File: src/rtl/mmio_host_arbiter_pkg.sv
// Shared MMIO widths, arbiter FSM state encoding and transaction kind.
package mmio_host_arbiter_pkg;

   localparam int TIA_MMIO_INDEX_WIDTH = 8;
   localparam int TIA_MMIO_DATA_WIDTH  = 32;

   typedef enum logic [1:0] {
      IDLE    = 2'd0,
      BUSY    = 2'd1,
      RESPOND = 2'd2
   } mmio_arbiter_state_t;

   typedef enum logic {
      KIND_READ  = 1'b0,
      KIND_WRITE = 1'b1
   } mmio_kind_t;

endpackage

File: src/rtl/mmio_if.sv
// Downstream TIA MMIO port: the host side issues requests, the device acks.
interface mmio_if;

   logic                                                read_req;
   logic [mmio_host_arbiter_pkg::TIA_MMIO_INDEX_WIDTH-1:0] read_index;
   logic                                                read_ack;
   logic [mmio_host_arbiter_pkg::TIA_MMIO_DATA_WIDTH-1:0]  read_data;
   logic                                                write_req;
   logic [mmio_host_arbiter_pkg::TIA_MMIO_INDEX_WIDTH-1:0] write_index;
   logic [mmio_host_arbiter_pkg::TIA_MMIO_DATA_WIDTH-1:0]  write_data;
   logic                                                write_ack;

   modport host (
      output read_req, read_index, write_req, write_index, write_data,
      input  read_ack, read_data, write_ack
   );

   modport device (
      input  read_req, read_index, write_req, write_index, write_data,
      output read_ack, read_data, write_ack
   );

endinterface

File: src/rtl/mmio_host_arbiter_round_robin_picker.sv
// Combinational round-robin picker: first requester at or after ptr wins.
module round_robin_picker #(
   parameter int N  = 2,
   parameter int PW = (N > 1) ? $clog2(N) : 1
) (
   input  logic [N-1:0]  req,
   input  logic [PW-1:0] ptr,
   output logic [N-1:0]  grant,
   output logic          valid
);

   logic [PW:0]   pos_s;
   logic [PW-1:0] idx_s;
   logic          found_s;

   // Walk the request vector circularly from ptr and grant the first hit.
   always_comb begin
      grant   = '0;
      found_s = 1'b0;
      pos_s   = '0;
      idx_s   = '0;
      for (int i = 0; i < N; i++) begin
         pos_s = {1'b0, ptr} + (PW+1)'(i);
         if (pos_s >= (PW+1)'(N)) begin
            pos_s = pos_s - (PW+1)'(N);
         end else begin
            pos_s = pos_s;
         end
         idx_s = pos_s[PW-1:0];
         if (!found_s && req[idx_s]) begin
            grant[idx_s] = 1'b1;
            found_s      = 1'b1;
         end else begin
            found_s = found_s;
         end
      end
      valid = found_s;
   end

endmodule

File: src/rtl/mmio_host_arbiter.sv
// Round-robin arbiter sharing one MMIO host port among several requesters,
// one transaction in flight, with a watchdog for unacknowledged accesses.
module mmio_host_arbiter
   import mmio_host_arbiter_pkg::*;
#(
   parameter int NUM_HOSTS      = 2,
   parameter int TIMEOUT_CYCLES = 255
) (
   input  logic                                          clock,
   input  logic                                          reset,
   input  logic [NUM_HOSTS-1:0]                          req_read_req,
   output logic [NUM_HOSTS-1:0]                          req_read_ack,
   input  logic [NUM_HOSTS*TIA_MMIO_INDEX_WIDTH-1:0]     req_read_index,
   output logic [TIA_MMIO_DATA_WIDTH-1:0]                req_read_data,
   input  logic [NUM_HOSTS-1:0]                          req_write_req,
   output logic [NUM_HOSTS-1:0]                          req_write_ack,
   input  logic [NUM_HOSTS*TIA_MMIO_INDEX_WIDTH-1:0]     req_write_index,
   input  logic [NUM_HOSTS*TIA_MMIO_DATA_WIDTH-1:0]      req_write_data,
   output logic                                          timeout_error,
   mmio_if.host                                          host_interface
);

   localparam int IW = TIA_MMIO_INDEX_WIDTH;
   localparam int DW = TIA_MMIO_DATA_WIDTH;
   localparam int PW = (NUM_HOSTS > 1) ? $clog2(NUM_HOSTS) : 1;
   localparam int CW = (TIMEOUT_CYCLES > 1) ? $clog2(TIMEOUT_CYCLES) : 1;
   localparam logic [CW-1:0] CNT_LAST  = CW'((TIMEOUT_CYCLES > 0) ? TIMEOUT_CYCLES - 1 : 0);
   localparam logic [PW-1:0] LAST_HOST = PW'(NUM_HOSTS - 1);

   mmio_arbiter_state_t state_r, state_s;
   mmio_kind_t          kind_r, kind_s;
   logic [PW-1:0]       gid_r, gid_s, rr_ptr_r, rr_ptr_s, pick_id_s;
   logic [IW-1:0]       idx_r, idx_s;
   logic [DW-1:0]       wdata_r, wdata_s, rdata_r, rdata_s;
   logic [CW-1:0]       cnt_r, cnt_s;
   logic                dn_rreq_r, dn_rreq_s, dn_wreq_r, dn_wreq_s;
   logic                tmo_r, tmo_s, dn_ack_s, retire_s, pick_valid_s;
   logic [NUM_HOSTS-1:0] rack_r, rack_s, wack_r, wack_s, pick_grant_s;

   round_robin_picker #(.N(NUM_HOSTS), .PW(PW)) u_picker (
      .req   (req_read_req | req_write_req),
      .ptr   (rr_ptr_r),
      .grant (pick_grant_s),
      .valid (pick_valid_s)
   );

   // Convert the one-hot grant to a host id.
   always_comb begin
      pick_id_s = '0;
      for (int i = 0; i < NUM_HOSTS; i++) begin
         pick_id_s = pick_id_s | (pick_grant_s[i] ? PW'(i) : '0);
      end
   end

   // Next-state and next-value logic for the whole transaction datapath.
   always_comb begin
      state_s   = state_r;
      kind_s    = kind_r;
      gid_s     = gid_r;
      idx_s     = idx_r;
      wdata_s   = wdata_r;
      cnt_s     = cnt_r;
      rr_ptr_s  = rr_ptr_r;
      dn_rreq_s = dn_rreq_r;
      dn_wreq_s = dn_wreq_r;
      rack_s    = '0;
      wack_s    = '0;
      rdata_s   = '0;
      tmo_s     = 1'b0;
      dn_ack_s  = 1'b0;
      retire_s  = 1'b0;
      case (state_r)
         IDLE: begin
            if (pick_valid_s) begin
               gid_s   = pick_id_s;
               cnt_s   = '0;
               state_s = BUSY;
               if (req_read_req[pick_id_s]) begin
                  kind_s    = KIND_READ;
                  idx_s     = req_read_index[pick_id_s*IW +: IW];
                  wdata_s   = '0;
                  dn_rreq_s = 1'b1;
                  dn_wreq_s = 1'b0;
               end else begin
                  kind_s    = KIND_WRITE;
                  idx_s     = req_write_index[pick_id_s*IW +: IW];
                  wdata_s   = req_write_data[pick_id_s*DW +: DW];
                  dn_rreq_s = 1'b0;
                  dn_wreq_s = 1'b1;
               end
            end else begin
               state_s = IDLE;
            end
         end
         BUSY: begin
            if (kind_r == KIND_READ) begin
               dn_ack_s = host_interface.read_ack;
            end else begin
               dn_ack_s = host_interface.write_ack;
            end
            if (dn_ack_s) begin
               rdata_s  = (kind_r == KIND_READ) ? host_interface.read_data : '0;
               retire_s = 1'b1;
            end else if ((TIMEOUT_CYCLES != 0) && (cnt_r == CNT_LAST)) begin
               rdata_s  = '1;
               tmo_s    = 1'b1;
               retire_s = 1'b1;
            end else begin
               cnt_s = cnt_r + CW'(1);
            end
            if (retire_s) begin
               dn_rreq_s = 1'b0;
               dn_wreq_s = 1'b0;
               state_s   = RESPOND;
               if (kind_r == KIND_READ) begin
                  rack_s[gid_r] = 1'b1;
               end else begin
                  wack_s[gid_r] = 1'b1;
               end
            end else begin
               state_s = BUSY;
            end
         end
         RESPOND: begin
            cnt_s    = '0;
            rr_ptr_s = (gid_r == LAST_HOST) ? '0 : gid_r + PW'(1);
            state_s  = IDLE;
         end
         default: begin
            dn_rreq_s = 1'b0;
            dn_wreq_s = 1'b0;
            state_s   = IDLE;
         end
      endcase
   end

   // FSM state register.
   always_ff @(posedge clock) begin
      if (reset) begin
         state_r <= IDLE;
      end else begin
         state_r <= state_s;
      end
   end

   // Latched transaction, pointer, watchdog and registered output state.
   always_ff @(posedge clock) begin
      if (reset) begin
         kind_r    <= KIND_READ;
         gid_r     <= '0;
         idx_r     <= '0;
         wdata_r   <= '0;
         cnt_r     <= '0;
         rr_ptr_r  <= '0;
         dn_rreq_r <= 1'b0;
         dn_wreq_r <= 1'b0;
         rack_r    <= '0;
         wack_r    <= '0;
         rdata_r   <= '0;
         tmo_r     <= 1'b0;
      end else begin
         kind_r    <= kind_s;
         gid_r     <= gid_s;
         idx_r     <= idx_s;
         wdata_r   <= wdata_s;
         cnt_r     <= cnt_s;
         rr_ptr_r  <= rr_ptr_s;
         dn_rreq_r <= dn_rreq_s;
         dn_wreq_r <= dn_wreq_s;
         rack_r    <= rack_s;
         wack_r    <= wack_s;
         rdata_r   <= rdata_s;
         tmo_r     <= tmo_s;
      end
   end

   assign req_read_ack               = rack_r;
   assign req_write_ack              = wack_r;
   assign req_read_data              = rdata_r;
   assign timeout_error              = tmo_r;
   assign host_interface.read_req    = dn_rreq_r;
   assign host_interface.write_req   = dn_wreq_r;
   assign host_interface.read_index  = idx_r;
   assign host_interface.write_index = idx_r;
   assign host_interface.write_data  = wdata_r;

endmodule
File: src/flat_wrapper.sv
// flat-port wrapper written by rule: the top's interface ports become plain ports
module mmio_host_arbiter_flat import mmio_host_arbiter_pkg::*;
#(
   parameter int NUM_HOSTS      = 2,
   parameter int TIMEOUT_CYCLES = 255
)
  (clock, reset, req_read_req, req_read_ack, req_read_index, req_read_data, req_write_req, req_write_ack, req_write_index, req_write_data, timeout_error, host_interface_read_req, host_interface_read_index, host_interface_write_req, host_interface_write_index, host_interface_write_data, host_interface_read_ack, host_interface_read_data, host_interface_write_ack);
  mmio_if host_interface_i ();
  input  logic clock;
  input  logic reset;
  input  logic [NUM_HOSTS-1:0] req_read_req;
  output logic [NUM_HOSTS-1:0] req_read_ack;
  input  logic [NUM_HOSTS*TIA_MMIO_INDEX_WIDTH-1:0] req_read_index;
  output logic [TIA_MMIO_DATA_WIDTH-1:0] req_read_data;
  input  logic [NUM_HOSTS-1:0] req_write_req;
  output logic [NUM_HOSTS-1:0] req_write_ack;
  input  logic [NUM_HOSTS*TIA_MMIO_INDEX_WIDTH-1:0] req_write_index;
  input  logic [NUM_HOSTS*TIA_MMIO_DATA_WIDTH-1:0] req_write_data;
  output logic timeout_error;
  output wire logic [$bits(host_interface_i.read_req)-1:0] host_interface_read_req;
  output wire logic [$bits(host_interface_i.read_index)-1:0] host_interface_read_index;
  output wire logic [$bits(host_interface_i.write_req)-1:0] host_interface_write_req;
  output wire logic [$bits(host_interface_i.write_index)-1:0] host_interface_write_index;
  output wire logic [$bits(host_interface_i.write_data)-1:0] host_interface_write_data;
  input wire logic [$bits(host_interface_i.read_ack)-1:0] host_interface_read_ack;
  input wire logic [$bits(host_interface_i.read_data)-1:0] host_interface_read_data;
  input wire logic [$bits(host_interface_i.write_ack)-1:0] host_interface_write_ack;
  assign host_interface_read_req = host_interface_i.read_req;
  assign host_interface_read_index = host_interface_i.read_index;
  assign host_interface_write_req = host_interface_i.write_req;
  assign host_interface_write_index = host_interface_i.write_index;
  assign host_interface_write_data = host_interface_i.write_data;
  assign host_interface_i.read_ack = host_interface_read_ack;
  assign host_interface_i.read_data = host_interface_read_data;
  assign host_interface_i.write_ack = host_interface_write_ack;
  mmio_host_arbiter #(.NUM_HOSTS(NUM_HOSTS), .TIMEOUT_CYCLES(TIMEOUT_CYCLES)) u_core (.clock(clock), .reset(reset), .req_read_req(req_read_req), .req_read_ack(req_read_ack), .req_read_index(req_read_index), .req_read_data(req_read_data), .req_write_req(req_write_req), .req_write_ack(req_write_ack), .req_write_index(req_write_index), .req_write_data(req_write_data), .timeout_error(timeout_error), .host_interface(host_interface_i));
endmodule
File: config.mk
export PLATFORM = sky130hd
export DESIGN_NAME = mmio_host_arbiter_flat
export DESIGN_NICKNAME = d
export VERILOG_FILES = /design/src/rtl/mmio_host_arbiter_pkg.sv /design/src/rtl/mmio_if.sv /design/src/rtl/mmio_host_arbiter_round_robin_picker.sv /design/src/rtl/mmio_host_arbiter.sv /design/src/flat_wrapper.sv
export SDC_FILE = /design/constraint.sdc
export NUM_CORES = 1
export LEC_CHECK = 0
export ABC_AREA = 1
export BUFFER_PORTS_ARGS = -buffer_cell sky130_fd_sc_hd__buf_4
export CAP_MARGIN = 10
export CORE_MARGIN = 4
export CORE_UTILIZATION = 41
export DETAILED_ROUTE_END_ITERATION = 7
export PLACE_DENSITY = 0.77
export SETUP_SLACK_MARGIN = 0.3
export SYNTH_ARGS = -nofsm -noshare
export SYNTH_HDL_FRONTEND = slang
export SYNTH_SLANG_ARGS = --single-unit
File: constraint.sdc
create_clock -name clock -period 1.4 [get_ports clock]
set_input_delay 0.28 -clock clock [delete_from_list [all_inputs] [get_ports clock]]
set_output_delay 0.28 -clock clock [all_outputs]
set_load 0.01 [all_outputs]
==> impl_metrics.ini <==
[status]
status = finished, violations left
violations = setup timing

[grt]
grt_overflow = 0
grt_max_degree = 34
grt_use_total = 0.2558
grt_pass1_wl_um = 23870
grt_antenna_before_repair = 0
grt_pass1_vias = 4983

[worst_setup_path]
r2r-end = u_core.host_interface.write_data[2]$_SDFFE_PP0P_
worstSetupPathType = flop to flop
worstPathMaxFanout = 8
reg2reg_slack_ns = -0.12
timing.rr.start = u_core.rr_ptr_r$_SDFFE_PP0P_
critical_path_arrival_ns = 1.80
required_ns = 1.68
crit_path_end_kind = flop
rr_worst_depth = 12
critPathLaunchType = flop

[synthesis]
synth_seq_cells = 92
yosys_warnings = 0
syn_area_per_cell_um2 = 6.666
ys_seq_area_frac = 0.4393
postSynthCellCount = 629
netlist_area_um2 = 4193
synth.distinct_cells = 24
syn_nets = 767

[timing]
tns_ns = -1.845
rsz0062_at_grt = true
final_max_slew_viol_count = 0
finClkSkew_ns = 0.007106
fin_crit_sh = 1.086
whs_ns = 0.1580
max_clock_freq_mhz = 657.7
setup_viol = 35
layout_setup_ws_ns = -0.1205
finalHoldViolCount = 0
maxSlewHeadroom = 0.6669
worst_slew_pin_slew_ns = 0.4945
period_needed_ns = 1.521

[pwr]
power_density_nw_per_um2 = 874.7
peakVddDrop_uv = 624.0
power.total_w = 0.007042
p_leak_nw = 3.911

[job]
maxCapViolCount = 0

[routing]
first_iter_violations = 292
detail_route.wl_per_cell_um = 17.20
drt-total-wl_um = 17590
vias = 5209
dr.pass1.iters = 5
vias_per_cell = 5.092
drc_errors = 0
drtAntennaViolNets = 0

[hold_path]
hold_end = u_core.req_read_data[21]$_SDFF_PP0_
hold_depth = 3
worstHoldStart = host_interface_read_data[21]
hold_path_class = input pin to flop

[clock_network]
tritoncts = yes
h-tree-depth = 3
clkLatencyLatePin_ns = 0.36
cts-root-buf = clkbuf_8
clk_pin_slew_ns = 0.09
numClockSinks = 92
cts_buffers = 9
cts_buffer_depth = 2
cts_hold_buf = 0

[finish]
final_common_cell = buf_4
diodes = 0
fin_nets = 1024
drive_gt1_frac = 0.6101
fill_cells = 596
multiInputGateArea_um2 = 2708
final_cell_mix = 171 x buf_4, 150 x nand2_1, 99 x buf_6
area_growth_pct = 92.00
utilization = 0.8161
register_area_um2 = 1964

[die]
die_y_um = 109.1
die_area_um2 = 11910
core_um2 = 9864
die_x_um = 109.1
start_util = 0.4250
row_count = 36
pin_count = 223

[placement]
place.detailed.hpwl_um = 9796
pre_cts_ws_ns = -0.1407
gp_congestion = 0.8985
io_buffers = 222
-- critical path, cell delays in order (launching register included) --
cell,delay (ns)
dfxtp_2,0.33
inv_2,0.06
o21ai_4,0.06
buf_6,0.11
nand2_4,0.06
nand2_4,0.05
nand2_4,0.08
inv_4,0.05
nor2_8,0.15
buf_12,0.13
buf_16,0.14
nand2_2,0.06
a21oi_1,0.15
-- layer usage --
layer,GRT usage,up-vias,wire length (µm)
met5,0,-,0
met4,0.07574,0,676
met3,0.06631,57,1562
met2,0.4785,271,9011
met1,0.2813,2387,6343
li1,-,2494,-
-- worst max-delay path by stage --
| stage | start | end | slack (ns) | cells past startpoint |
|---|---|---|---|---|
| after floorplan | req_read_req[0] | u_core.host_interface.write_data[10]$_SDFFE_PP0P_ | 0.09 | 8 |
| after global placement | req_read_req[0] | u_core.host_interface.write_data[27]$_SDFFE_PP0P_ | -0.11 | 11 |
| after detailed placement | req_read_req[0] | u_core.host_interface.write_data[4]$_SDFFE_PP0P_ | -0.14 | 11 |
| after CTS | u_core.rr_ptr_r$_SDFFE_PP0P_ | u_core.host_interface.read_index[0]$_SDFFE_PP0P_ | -0.06 | 13 |
| after global routing | u_core.rr_ptr_r$_SDFFE_PP0P_ | u_core.host_interface.write_data[7]$_SDFFE_PP0P_ | -0.23 | 12 |
| final | u_core.rr_ptr_r$_SDFFE_PP0P_ | u_core.host_interface.write_data[2]$_SDFFE_PP0P_ | -0.12 | 12 |
-- timing repair --
action,4_1_cts,5_1_grt
pin swaps,26,30
cloned,10,2
resized for setup,188,184
setup buffers,16,13
setup endpoints to repair,142,177
-- logic make-up (layout without fill, tap and decap cells) --
group | Yosys count | after routing | share of synthesized area
adders and majority gates | 2 | 2 | 0.005967
buffers and inverters | 85 | 345 | 0.09102
DFF | 92 | 92 | 0.4393
and+or+nand+nor | 389 | 390 | 0.3841
AOI/OAI and AO/OA | 60 | 60 | 0.07759
xor gates and xnor gates | 1 | 1 | 0.002089
-- through the flow --
stage	instances	area (µm²)
after global placement	967	6178
after global routing	1023	8050
after CTS	1008	7229
after floorplan	629	4339
final	1023	8050
after detailed placement	967	6178
-- state kept, by name, summed over array words and instances, names as in the netlist --
signal	flops
u_core.cnt_r	8
u_core.gid_r	1
u_core.host_interface.read_index	8
u_core.host_interface.read_req	1
u_core.host_interface.write_data	32
u_core.host_interface.write_req	1
u_core.kind_r	1
u_core.req_read_ack	2
u_core.req_read_data	32
u_core.req_write_ack	2
u_core.rr_ptr_r	1
u_core.state_r	2
u_core.timeout_error	1
-- final cells by class --
| type | instances | share of cell area |
|---|---|---|
| clock buffer | 10 | 0.01710 |
| clock inverter | 5 | 0.004663 |
| inverter | 40 | 0.02052 |
| multi-input combinational | 453 | 0.3363 |
| sequential | 92 | 0.2440 |
| tap | 133 | 0.02067 |
| timing repair buffer | 290 | 0.3567 |
-- synthesized netlist by cell type --
cell | count | area share
buf_6 | 3 | 0.0081
o211ai_1 | 1 | 0.0018
nand2_2 | 5 | 0.0075
dfxtp_1 | 92 | 0.44
nand3b_1 | 1 | 0.0018
nor2_2 | 2 | 0.0030
a21oi_2 | 1 | 0.0021
buf_4 | 8 | 0.014
nand3_1 | 85 | 0.10
o21ai_4 | 1 | 0.0039
inv_2 | 3 | 0.0027
inv_1 | 37 | 0.033
nor3_1 | 1 | 0.0012
nand4_1 | 2 | 0.0030
a211oi_2 | 1 | 0.0030
nand2_1 | 218 | 0.20
nor2_8 | 1 | 0.0048
clkbuf_1 | 26 | 0.023
o21ai_0 | 14 | 0.017
xor2_1 | 1 | 0.0021
buf_2 | 8 | 0.0095
nor2_1 | 74 | 0.066
ha_1 | 2 | 0.0060
a21oi_1 | 42 | 0.050
-- where the power goes --
group	leakage (nW)	switching [W]	internal (W)
registers	0.789	0.000146	0.00280
logic	3.04	0.00117	0.00122
clock network	0.0848	0.00101	0.000692
No activity file was read; power rests on OpenSTA's default activity.
